## src/rtl/imm_gen_stage.sv

```systemverilog
// Buffered RV32/RV64 immediate generator: decodes R/I/S/B/U/J immediates and queues them in a small FIFO.
// Optional feature macro IMMGEN_UJ_EN enables U-type (LUI/AUIPC) and J-type (JAL) decoding.
module imm_gen_stage #(
    parameter int XLEN       = 64,
    parameter int FIFO_DEPTH = 2,
    parameter int TAG_W      = 8
) (
    input  logic                          clk,
    input  logic                          reset_n,
    input  logic                          flush,
    input  logic                          in_valid,
    output logic                          in_ready,
    input  logic [31:0]                   in_instr,
    input  logic [TAG_W-1:0]              in_tag,
    output logic                          out_valid,
    input  logic                          out_ready,
    output logic [31:0]                   out_instr,
    output logic [XLEN-1:0]               out_imm,
    output logic [2:0]                    out_fmt,
    output logic [TAG_W-1:0]              out_tag,
    output logic [$clog2(FIFO_DEPTH):0]   out_level
);

    localparam int PTR_W = $clog2(FIFO_DEPTH);
    localparam int LVL_W = PTR_W + 1;

    localparam logic [2:0] FMT_R       = 3'd0;
    localparam logic [2:0] FMT_I       = 3'd1;
    localparam logic [2:0] FMT_S       = 3'd2;
    localparam logic [2:0] FMT_B       = 3'd3;
    localparam logic [2:0] FMT_U       = 3'd4;
    localparam logic [2:0] FMT_J       = 3'd5;
    localparam logic [2:0] FMT_ILLEGAL = 3'd7;

    // Each extractor first builds a 32-bit sign-correct value; this widens it to XLEN.
    function automatic logic [XLEN-1:0] sext_xlen(input logic [31:0] v);
        return XLEN'($signed(v));
    endfunction

    logic [6:0]       opcode_s;
    logic             sign_s;
    logic [XLEN-1:0]  dec_imm_s;
    logic [2:0]       dec_fmt_s;
    logic             push_s;
    logic             pop_s;

    logic [31:0]      mem_instr_r [FIFO_DEPTH];
    logic [XLEN-1:0]  mem_imm_r   [FIFO_DEPTH];
    logic [2:0]       mem_fmt_r   [FIFO_DEPTH];
    logic [TAG_W-1:0] mem_tag_r   [FIFO_DEPTH];
    logic [PTR_W-1:0] wr_ptr_r;
    logic [PTR_W-1:0] rd_ptr_r;
    logic [LVL_W-1:0] level_r;

    assign opcode_s = in_instr[6:0];
    assign sign_s   = in_instr[31];

    // Opcode to format and immediate decode of the incoming word.
    always_comb begin
        dec_imm_s = {XLEN{1'b0}};
        dec_fmt_s = FMT_ILLEGAL;
        case (opcode_s)
            7'b0000011, 7'b0010011, 7'b0011011, 7'b1100111, 7'b1110011: begin
                dec_fmt_s = FMT_I;
                dec_imm_s = sext_xlen({{20{sign_s}}, in_instr[31:20]});
            end
            7'b0100011: begin
                dec_fmt_s = FMT_S;
                dec_imm_s = sext_xlen({{20{sign_s}}, in_instr[31:25], in_instr[11:7]});
            end
            7'b1100011: begin
                dec_fmt_s = FMT_B;
                dec_imm_s = sext_xlen({{19{sign_s}}, sign_s, in_instr[7], in_instr[30:25],
                                       in_instr[11:8], 1'b0});
            end
`ifdef IMMGEN_UJ_EN
            7'b0110111, 7'b0010111: begin
                dec_fmt_s = FMT_U;
                dec_imm_s = sext_xlen({in_instr[31:12], 12'b0});
            end
            7'b1101111: begin
                dec_fmt_s = FMT_J;
                dec_imm_s = sext_xlen({{11{sign_s}}, sign_s, in_instr[19:12], in_instr[20],
                                       in_instr[30:21], 1'b0});
            end
`endif
            7'b0110011, 7'b0111011: begin
                dec_fmt_s = FMT_R;
                dec_imm_s = {XLEN{1'b0}};
            end
            default: begin
                dec_fmt_s = FMT_ILLEGAL;
                dec_imm_s = {XLEN{1'b0}};
            end
        endcase
    end

    assign in_ready  = (level_r < LVL_W'(FIFO_DEPTH));
    assign out_valid = (level_r != {LVL_W{1'b0}});
    assign push_s    = in_valid & in_ready;
    assign pop_s     = out_valid & out_ready;
    assign out_level = level_r;

    // Pointer and occupancy tracking; flush empties the queue and drops a same-cycle push.
    always_ff @(posedge clk) begin
        if (!reset_n || flush) begin
            wr_ptr_r <= {PTR_W{1'b0}};
            rd_ptr_r <= {PTR_W{1'b0}};
            level_r  <= {LVL_W{1'b0}};
        end else begin
            if (push_s) begin
                wr_ptr_r <= wr_ptr_r + PTR_W'(1);
            end
            if (pop_s) begin
                rd_ptr_r <= rd_ptr_r + PTR_W'(1);
            end
            case ({push_s, pop_s})
                2'b10:   level_r <= level_r + LVL_W'(1);
                2'b01:   level_r <= level_r - LVL_W'(1);
                default: level_r <= level_r;
            endcase
        end
    end

    // Entry storage, written with the decoded result on each accepted push.
    always_ff @(posedge clk) begin
        if (!reset_n) begin
            for (int k = 0; k < FIFO_DEPTH; k++) begin
                mem_instr_r[k] <= 32'd0;
                mem_imm_r[k]   <= {XLEN{1'b0}};
                mem_fmt_r[k]   <= 3'd0;
                mem_tag_r[k]   <= {TAG_W{1'b0}};
            end
        end else if (push_s && !flush) begin
            mem_instr_r[wr_ptr_r] <= in_instr;
            mem_imm_r[wr_ptr_r]   <= dec_imm_s;
            mem_fmt_r[wr_ptr_r]   <= dec_fmt_s;
            mem_tag_r[wr_ptr_r]   <= in_tag;
        end
    end

    // Head entry presentation; fields read zero while the queue is empty.
    always_comb begin
        if (out_valid) begin
            out_instr = mem_instr_r[rd_ptr_r];
            out_imm   = mem_imm_r[rd_ptr_r];
            out_fmt   = mem_fmt_r[rd_ptr_r];
            out_tag   = mem_tag_r[rd_ptr_r];
        end else begin
            out_instr = 32'd0;
            out_imm   = {XLEN{1'b0}};
            out_fmt   = 3'd0;
            out_tag   = {TAG_W{1'b0}};
        end
    end

endmodule

```

## config.mk

```make
export PLATFORM = sky130hd
export DESIGN_NAME = imm_gen_stage
export DESIGN_NICKNAME = d
export VERILOG_FILES = /design/src/rtl/imm_gen_stage.sv
export SDC_FILE = /design/constraint.sdc
export NUM_CORES = 1
export LEC_CHECK = 0
export ABC_AREA = 1
export BUFFER_PORTS_ARGS = -buffer_cell sky130_fd_sc_hd__buf_2
export CAP_MARGIN = 20
export CORE_MARGIN = 4
export CORE_UTILIZATION = 55
export CTS_CLUSTER_DIAMETER = 60
export CTS_CLUSTER_SIZE = 16
export DETAILED_ROUTE_END_ITERATION = 10
export PLACE_DENSITY = 0.83
export SLEW_MARGIN = 20
export SYNTH_ARGS = -nofsm -noshare
export SYNTH_HDL_FRONTEND = slang
export SYNTH_SLANG_ARGS = --single-unit
```

## constraint.sdc

```tcl
create_clock -name clk -period 6.7 [get_ports clk]
set_input_delay 1.34 -clock clk [delete_from_list [all_inputs] [get_ports clk]]
set_output_delay 1.34 -clock clk [all_outputs]
set_load 0.05 [all_outputs]
```

==> results of run 1 <==
## where the power goes
| part | internal [mW] | switching (mW) |
|---|---|---|
| sequential | 0.837 | 0.0103 |
| combinational | 0.0446 | 0.175 |
| clock | 0.615 | 0.313 |
## Yosys cell counts, types with 2 or more instances
cell type	instances
nand2_1	141
edfxtp_1	112
nor2_1	95
a21oi_1	75
buf_4	54
inv_1	53
buf_1	10
buf_2	10
nor3_2	10
clkbuf_1	7
dfxtp_1	5
inv_2	4
nand4_1	4
nor3_1	4
o21ai_0	4
nand3_1	3
nand2_2	2
nand3_2	2
nor2_2	2
## flip-flops by register name, summed over array words and instances, names as in the netlist, named ones only
name and flops:
mem_imm_r 26, mem_tag_r 16, out_level 2, mem_instr_r 64
wr_ptr_r 1, mem_fmt_r 6, rd_ptr_r 1
## worst max-delay path, delay by kind of cell, from the launching register on
family	cells	cell delay, ns
compound gates	1	0.16
buf+inv	3	1.34
flops	1	0.32
simple gates	1	0.14
## cells by family (layout without fill, tap and decap cells)
family / count (synthesis) / count (layout) / synth area share, %
AO/OA/AOI/OAI: 82 / 82 / 7.216
buffers and inverters: 139 / 251 / 13.04
AND/OR/NAND/NOR: 265 / 265 / 19.54
adder cells (fa/ha/maj): 1 / 1 / 0.2167
flip-flops: 117 / 117 / 59.98
## through the flow
| step | instances | instance area, µm² | power [mW] | setup slack [ns] | utilization (%) |
|---|---|---|---|---|---|
| after detailed placement | 820 | 6254 | 1.080 | 3.339 | 60.85 |
| after global placement | 820 | 6254 | 1.073 | 3.397 | 60.85 |
| after global routing | 852 | 6865 | 2.056 | 2.575 | 66.80 |
| final | 852 | 6865 | 1.994 | 2.826 | 66.80 |
| after floorplan | 604 | 5774 | 1.032 | 1.075 | - |
| after CTS | 852 | 6865 | 2.003 | 2.779 | 66.80 |
## worst paths after layout
kind                      from              end  cells after the start
hold / removal        rd_ptr_r        flip-flop                      1
setup reg to reg  out_level[1]  mem_tag_r[1][0]                      5
setup / recovery     flip-flop      out_imm[39]                      5
hold reg to reg       rd_ptr_r        flip-flop                      1
## metal layers
metal	GRT usage [%]	vias to the layer above	routed length [µm]
met1	25.54	2074	4880
met4	10.59	0	314
li1	-	2122	-
met3	6.301	37	1188
met5	0	-	0
met2	40.17	206	7230
## area by class of cell
cell class / count / share of cell area [%]
sequential: 117 / 50.46
tap: 136 / 2.479
inverter: 57 / 3.116
timing repair buffer: 162 / 12.06
multi-input combinational: 348 / 22.96
clock inverter: 8 / 1.768
clock buffer: 24 / 7.144
==> results.toml, run 1 <==
[logic_synthesis]
netlist_instances = 604
synth_area_um2 = 5774
synth_area_leader_cell = "edfxtp_1"
syn_avg_cell_area_um2 = 9.560
yosysWarnings = 0
seq_area_frac_synth_pct = 59.98
synth_area_leaders = "edfxtp_1 (58%), nand2_1 (9.2%), buf_4 (7.0%), a21oi_1 (6.5%), nor2_1 (6.2%)"
ys_seq_elements = 117
async_flop_share_pct = 0
synth-edff-count = 112
yosys.area.top_type_share_pct = 58.24
synth_cell_type_count = 26
synth_fp_nets = 650
synth_ff_type = "edfxtp_1"

[pwr]
irDropWorstVdd_mv = 0.1915
p_leak_nw = 3.208
p_per_area_nw_per_um2 = 290.4

[route]
drt-pass1-iter-count = 5
drc = 0
vias = 4439
drt_wl_total_mm = 13.61
wl_per_cell_um = 15.98
first_iter_violations = 436
viasPerCell = 5.210
ant_nets = 0

[clock_network]
cts.sinks = 117
htree_levels = 4
cts_max_path_buffers = 2
clk_latency_ns = 0.53
post_cts_resize_count = 0
cts_root_buf = "clkbuf_8"
tritoncts = "done"
cts_setup_buffers = 0
hold_buffers = 0
cts_buffers = 17
path_clk_slew_ns = 0.06

[global_routing]
grt_pass1_vias = 4591
grt_use_total_pct = 22.80
grt_start_max_net_pins = 58
grt_pass1_wl_mm = 22.14
gr-total-overflow = 0
antenna_found_initial = 0

[worst_setup_path]
path_class = "reg -> out"
cp_slowest_cell = "inv_2"
path_max_fanout = 56
endpoint_kind = "output pin"
cp.required_ns = 5.36
cp_cell_sequence = "inv_2 -> nand2_1 -> a21oi_2 -> buf_4 -> buf_2"
critPathLaunchType = "flip-flop"
r2r_slack_ns = 4.66
arrival_ns = 2.53
cp_slowest_stage_delay_ns = 0.68

[timing]
skew_ns = 0.006322
whs_ns = 0.4670
fin_crit_sh_pct = 57.82
slew_headroom_pct = 34.29
final.setup.tns_ns = 0
hold_violations = 0
tightest_slew_ns = 0.9857
fmax_mhz = 258.2
setup_viol = 0
slew_violations = 0
fin_crit_ns = 3.874
rsz0062_at_grt = "no"

[floorplan]
pin_count = 156
fp.coreArea_um2 = 10280
initial_core_util_pct = 56.18
die_area_um2 = 12200
die_y_um = 110.5
die_x_um = 110.5
row_count = 37

[worst_hold_path]
hp-class = "reg -> reg"

[cells_and_area]
final_common_cell = "buf_2"
drive_gt1_share_pct = 31.01
fillers = 827
n_antenna_cell = 0
final_cell_mix = "buf_2 (155), nand2_1 (138), edfxtp_1 (112), nor2_1 (94), a21oi_1 (74)"
regArea_um2 = 3465
multiInputGateArea_um2 = 1577
syn_to_final_growth_pct = 18.89
final_net_count = 749

[placement]
post-dp-hpwl_mm = 8.062
gp_congestion = 0.7686
portBuffers = 155

[run_status]
status = "finished, final reports clean"

[job]
cap_viol_max_count = 0
No activity file was read; power rests on OpenSTA's default activity.
==> inputs of run 2 (changes only) <==
- ABC_AREA: 1 -> 0
- CORE_UTILIZATION: 55 -> 48
- PLACE_DENSITY: 0.83 -> 0.77
- clock period: 6.7 -> 3.2 ns (I/O delays scaled with it)
==> results.toml, run 2 <==
[run_status]
status = "finished, final reports clean"

[global_routing]
gr-total-overflow = 0
grt_use_total_pct = 18.90
grt_busiest_layer = "met2"
grt_start_max_net_pins = 53
grt_pass1_wl_mm = 21.00
grt_pass1_vias = 4094
use_met2_pct = 31.44
use_met3_pct = 5.745
gr-usage-met1_pct = 23.19
antenna_found_initial = 0

[logic_synthesis]
netlist_instances = 489
synth_ff_type = "edfxtp_1"
synth-edff-count = 112
syn_avg_cell_area_um2 = 12.18
synth_most_common_cell = "edfxtp_1"
synth_commonest_cells = "edfxtp_1 (112), nor2_1 (75), mux2i_1 (56)"
synth_area_um2 = 5954
async_flop_share_pct = 0
seq_area_frac_synth_pct = 58.16
ys_seq_elements = 117
synth_cell_type_count = 42
synth_area_leaders = "edfxtp_1 (56%), mux2i_1 (9.4%), buf_4 (6.6%), nor2_1 (4.7%), and2_1 (4.1%)"
synth_area_leader_cell = "edfxtp_1"
yosys.area.top_type_share_pct = 56.48
synth_fp_nets = 535
yosysWarnings = 0

[timing]
slew_headroom_pct = 50.27
rsz0062_at_grt = "no"
fmax_mhz = 363.1
slew_violations = 0
setup_viol = 0
final.setup.tns_ns = 0
fin_crit_sh_pct = 86.05
skew_ns = 0.007835
whs_ns = 0.5117
fin_crit_ns = 2.754
tightest_slew_ns = 0.7436
hold_violations = 0

[cells_and_area]
final_net_count = 641
syn_to_final_growth_pct = 20.87
fillers = 969
regMostFlops = "mem_instr_r"
drive_gt1_share_pct = 37.34
design_area_um2 = 7197
regArea_um2 = 3467
largest_reg_flops = 64
multiInputGateArea_um2 = 1997
top_regs = "mem_instr_r x64, mem_imm_r x26, mem_tag_r x16"
n_antenna_cell = 0
final_common_cell = "buf_2"
final_cell_mix = "buf_2 (155), edfxtp_1 (112), nor2_1 (73), mux2i_1 (56), and2_1 (39)"

[floorplan]
pin_count = 156
initial_core_util_pct = 49.37
fp.coreArea_um2 = 12060
die_y_um = 119.4
die_area_um2 = 14250
row_count = 40
die_x_um = 119.4

[route]
drt_wl_total_mm = 13.39
drc = 0
wl_per_cell_um = 17.26
ant_nets = 0
viasPerCell = 5.241
first_iter_violations = 283
vias = 4067
drt-pass1-iter-count = 5

[job]
cap_viol_max_count = 0

[placement]
place_area_um2 = 6560
post-dp-hpwl_mm = 8.766
gp_congestion = 0.7470
portBuffers = 155

[worst_setup_path]
cp.required_ns = 2.56
arrival_ns = 2.11
critPathLaunchType = "flip-flop"
endpoint_kind = "output pin"
path_max_fanout = 52
path_class = "reg -> out"

[pwr]
irDropWorstVdd_mv = 0.3459
p_per_area_nw_per_um2 = 600.7
power.total_mw = 4.323
p_leak_nw = 3.053

[clock_network]
htree_levels = 4
path_clk_slew_ns = 0.06
post_cts_resize_count = 0
cts_buffers = 17
cts_setup_buffers = 0
clk_latency_ns = 0.41
hold_buffers = 0
cts_max_path_buffers = 2
cts_root_buf = "clkbuf_16"
cts.sinks = 117
tritoncts = "done"

[worst_hold_path]
hp-class = "reg -> reg"
## run 2: where the power goes
group	leakage [nW]	internal, mW	switching, mW
Combinational	1.56	0.129	0.416
Sequential	1.20	1.75	0.0273
Clock	0.288	1.31	0.691
## run 2: worst paths after layout
path	start	endpoint	slack, ns	cells after the start
worst max register to register	out_level[1]	out_level[1]	0.83	7
worst min-delay path	rd_ptr_r	flip-flop	0.51	2
worst min register to register	rd_ptr_r	flip-flop	0.51	2
worst max-delay path	flip-flop	out_imm[58]	0.45	3
## run 2: area by class of cell
cell class | instances | area share [%]
clock buffers | 17 | 5.911
clock inverters | 15 | 2.851
inverters | 5 | 0.2608
multi-input cells | 286 | 27.75
flip-flops and latches | 117 | 48.17
well taps | 168 | 2.921
repair buffers | 168 | 12.13
## run 2: logic make-up after synthesis
logic type,after synthesis,share of synthesized area [%]
fa+ha+maj,1,0.2101
compound gates,22,3.467
flops,117,58.16
mux,56,9.414
xor+xnor,5,0.7356
simple gates,202,19.16
buf+inv,86,8.846
## run 2: metrics by stage
step	setup WS [ns]	cells	util (%)
floorplan	0.05553	489	-
global placement	0.7056	744	54.39
detailed placement	0.5986	744	54.39
CTS	0.3927	776	59.62
global route	0.2559	776	59.67
finish	0.4463	776	59.67
## run 2: worst max-delay path, stage by stage (launching register included)
cell,delay [ns]
dfxtp_4,0.52
mux2i_1,0.18
nor2_4,0.59
buf_2,0.39
## run 2: per-layer routing
layer  vias to the layer above  part of all wire, %
li1                       1908                    -
met4                         0                  1.4
met3                        17                  7.6
met2                       171                   49
met5                         -                    0
met1                      1971                   42
==> inputs of run 3 (changes only) <==
- CORE_UTILIZATION: 48 -> 30
- PLACE_DENSITY: 0.77 -> default
==> results.toml, run 3 (synthesis gave the netlist of run 2 again) <==
[cells_and_area]
regMostFlops = "mem_instr_r"
final_net_count = 637
syn_to_final_growth_pct = 22.88
final_common_cell = "buf_2"
fin_cells = 871
largest_reg_flops = 64
design_area_um2 = 7317
top_regs = "mem_instr_r x64, mem_imm_r x26, mem_tag_r x16"
final_cell_mix = "buf_2 (155), edfxtp_1 (112), nor2_1 (73), mux2i_1 (56), and2_1 (39)"
drive_gt1_share_pct = 36.42

[global_routing]
grt_pass1_wl_mm = 22.02
grt_pass1_vias = 4042
grt_start_max_net_pins = 56
antenna_found_initial = 4
gr-total-overflow = 0
grt_use_total_pct = 13.10

[clock_network]
cts_buffers = 17
htree_levels = 4
cts_setup_buffers = 0
hold_buffers = 0
tritoncts = "done"
cts.sinks = 117
cts_max_path_buffers = 2
cts_root_buf = "clkbuf_16"
path_clk_slew_ns = 0.06
clk_latency_ns = 0.41
post_cts_resize_count = 0

[pwr]
irDropWorstVdd_mv = 0.4255
p_leak_nw = 3.057
power.total_mw = 4.250
p_per_area_nw_per_um2 = 580.9

[worst_setup_path]
path_max_fanout = 36
r2r_slack_ns = 0.77
arrival_ns = 2.26
reg2reg_depth = 6
path_class = "reg -> out"
rr_endpoint = "out_level[1]"
worstReg2RegStart = "out_level[1]"
endpoint_kind = "output pin"
critPathLaunchType = "flip-flop"
cp.required_ns = 2.56

[worst_hold_path]
min_from = "rd_ptr_r"
hp-class = "reg -> reg"
hold_depth = 2

[placement]
post-dp-hpwl_mm = 9.704
portBuffers = 155
dp_cells = 837
place_area_um2 = 6703
gp_congestion = 0.7767

[timing]
slew_violations = 0
fin_crit_ns = 2.900
slew_headroom_pct = 37.70
final.setup.tns_ns = 0
fmax_mhz = 344.9
fin_crit_sh_pct = 90.61
rsz0062_at_grt = "no"
hold_violations = 0
setup_viol = 0
tightest_slew_ns = 0.9323
whs_ns = 0.5203
skew_ns = 0.01135

[floorplan]
die_y_um = 148.9
fp.coreArea_um2 = 19460
die_area_um2 = 22170
initial_core_util_pct = 30.59
row_count = 51
pin_count = 156
die_x_um = 148.9

[job]
cap_viol_max_count = 0

[run_status]
status = "finished, final reports clean"

[route]
wl_per_cell_um = 16.35
drt_wl_total_mm = 14.24
first_iter_violations = 224
vias = 3973
ant_nets = 0
m1WireLength_mm = 5.860
dr.max_layer_used = "met5"
drc = 0
drt-pass1-iter-count = 4
wl_met3_mm = 1.208
route.met2.wl_mm = 7.029
viasPerCell = 4.561
-- run 3: final cells by class --
class                           count  area, µm²
Antenna cell                        2      5.005
Clock buffer                       23      478.0
Clock inverter                      9      125.1
Fill cell                        1880      12150
Inverter                            5      18.77
Multi-Input combinational cell    286       1997
Sequential cell                   117       3468
Tap cell                          265      331.6
Timing Repair Buffer              164      893.4
-- run 3: critical path, cell delays in order (launching register included) --
cell,delay [ns]
dfxtp_1,0.38
nor2_4,0.75
buf_4,0.39
nor2_1,0.10
buf_2,0.22
-- run 3: metal layers --
metal,vias up,GRT usage [%]
met1,1879,15.87
li1,1907,-
met4,4,4.668
met2,170,21.63
met5,-,0
met3,13,4.649
-- run 3: how the worst max path moves through the flow --
| stage | from | end | slack (ns) | cells past startpoint |
|---|---|---|---|---|
| floorplan | out_level[1] | mem_fmt_r[1][0] | 0.06 | 4 |
| global placement | in_instr[6] | mem_imm_r[1][7] | 0.67 | 5 |
| detailed placement | in_instr[6] | mem_imm_r[1][9] | 0.57 | 5 |
| CTS | out_level[1] | out_fmt[1] | 0.22 | 4 |
| global route | out_level[1] | out_fmt[1] | 0.04 | 4 |
| finish | out_level[1] | out_fmt[1] | 0.30 | 4 |
-- run 3: where the power goes --
group	internal [mW]	leakage [nW]	switching, mW
clock network	1.28	0.295	0.635
registers	1.76	1.20	0.0289
logic	0.132	1.56	0.419
-- run 3: stage by stage --
step / utilization [%] / worst slack [ns]
5_1_grt: 37.60 / 0.04388
6_report: 37.60 / 0.3004
3_3_place_gp: 34.44 / 0.6708
2_1_floorplan: - / 0.05553
3_5_place_dp: 34.44 / 0.5711
4_1_cts: 37.54 / 0.2195
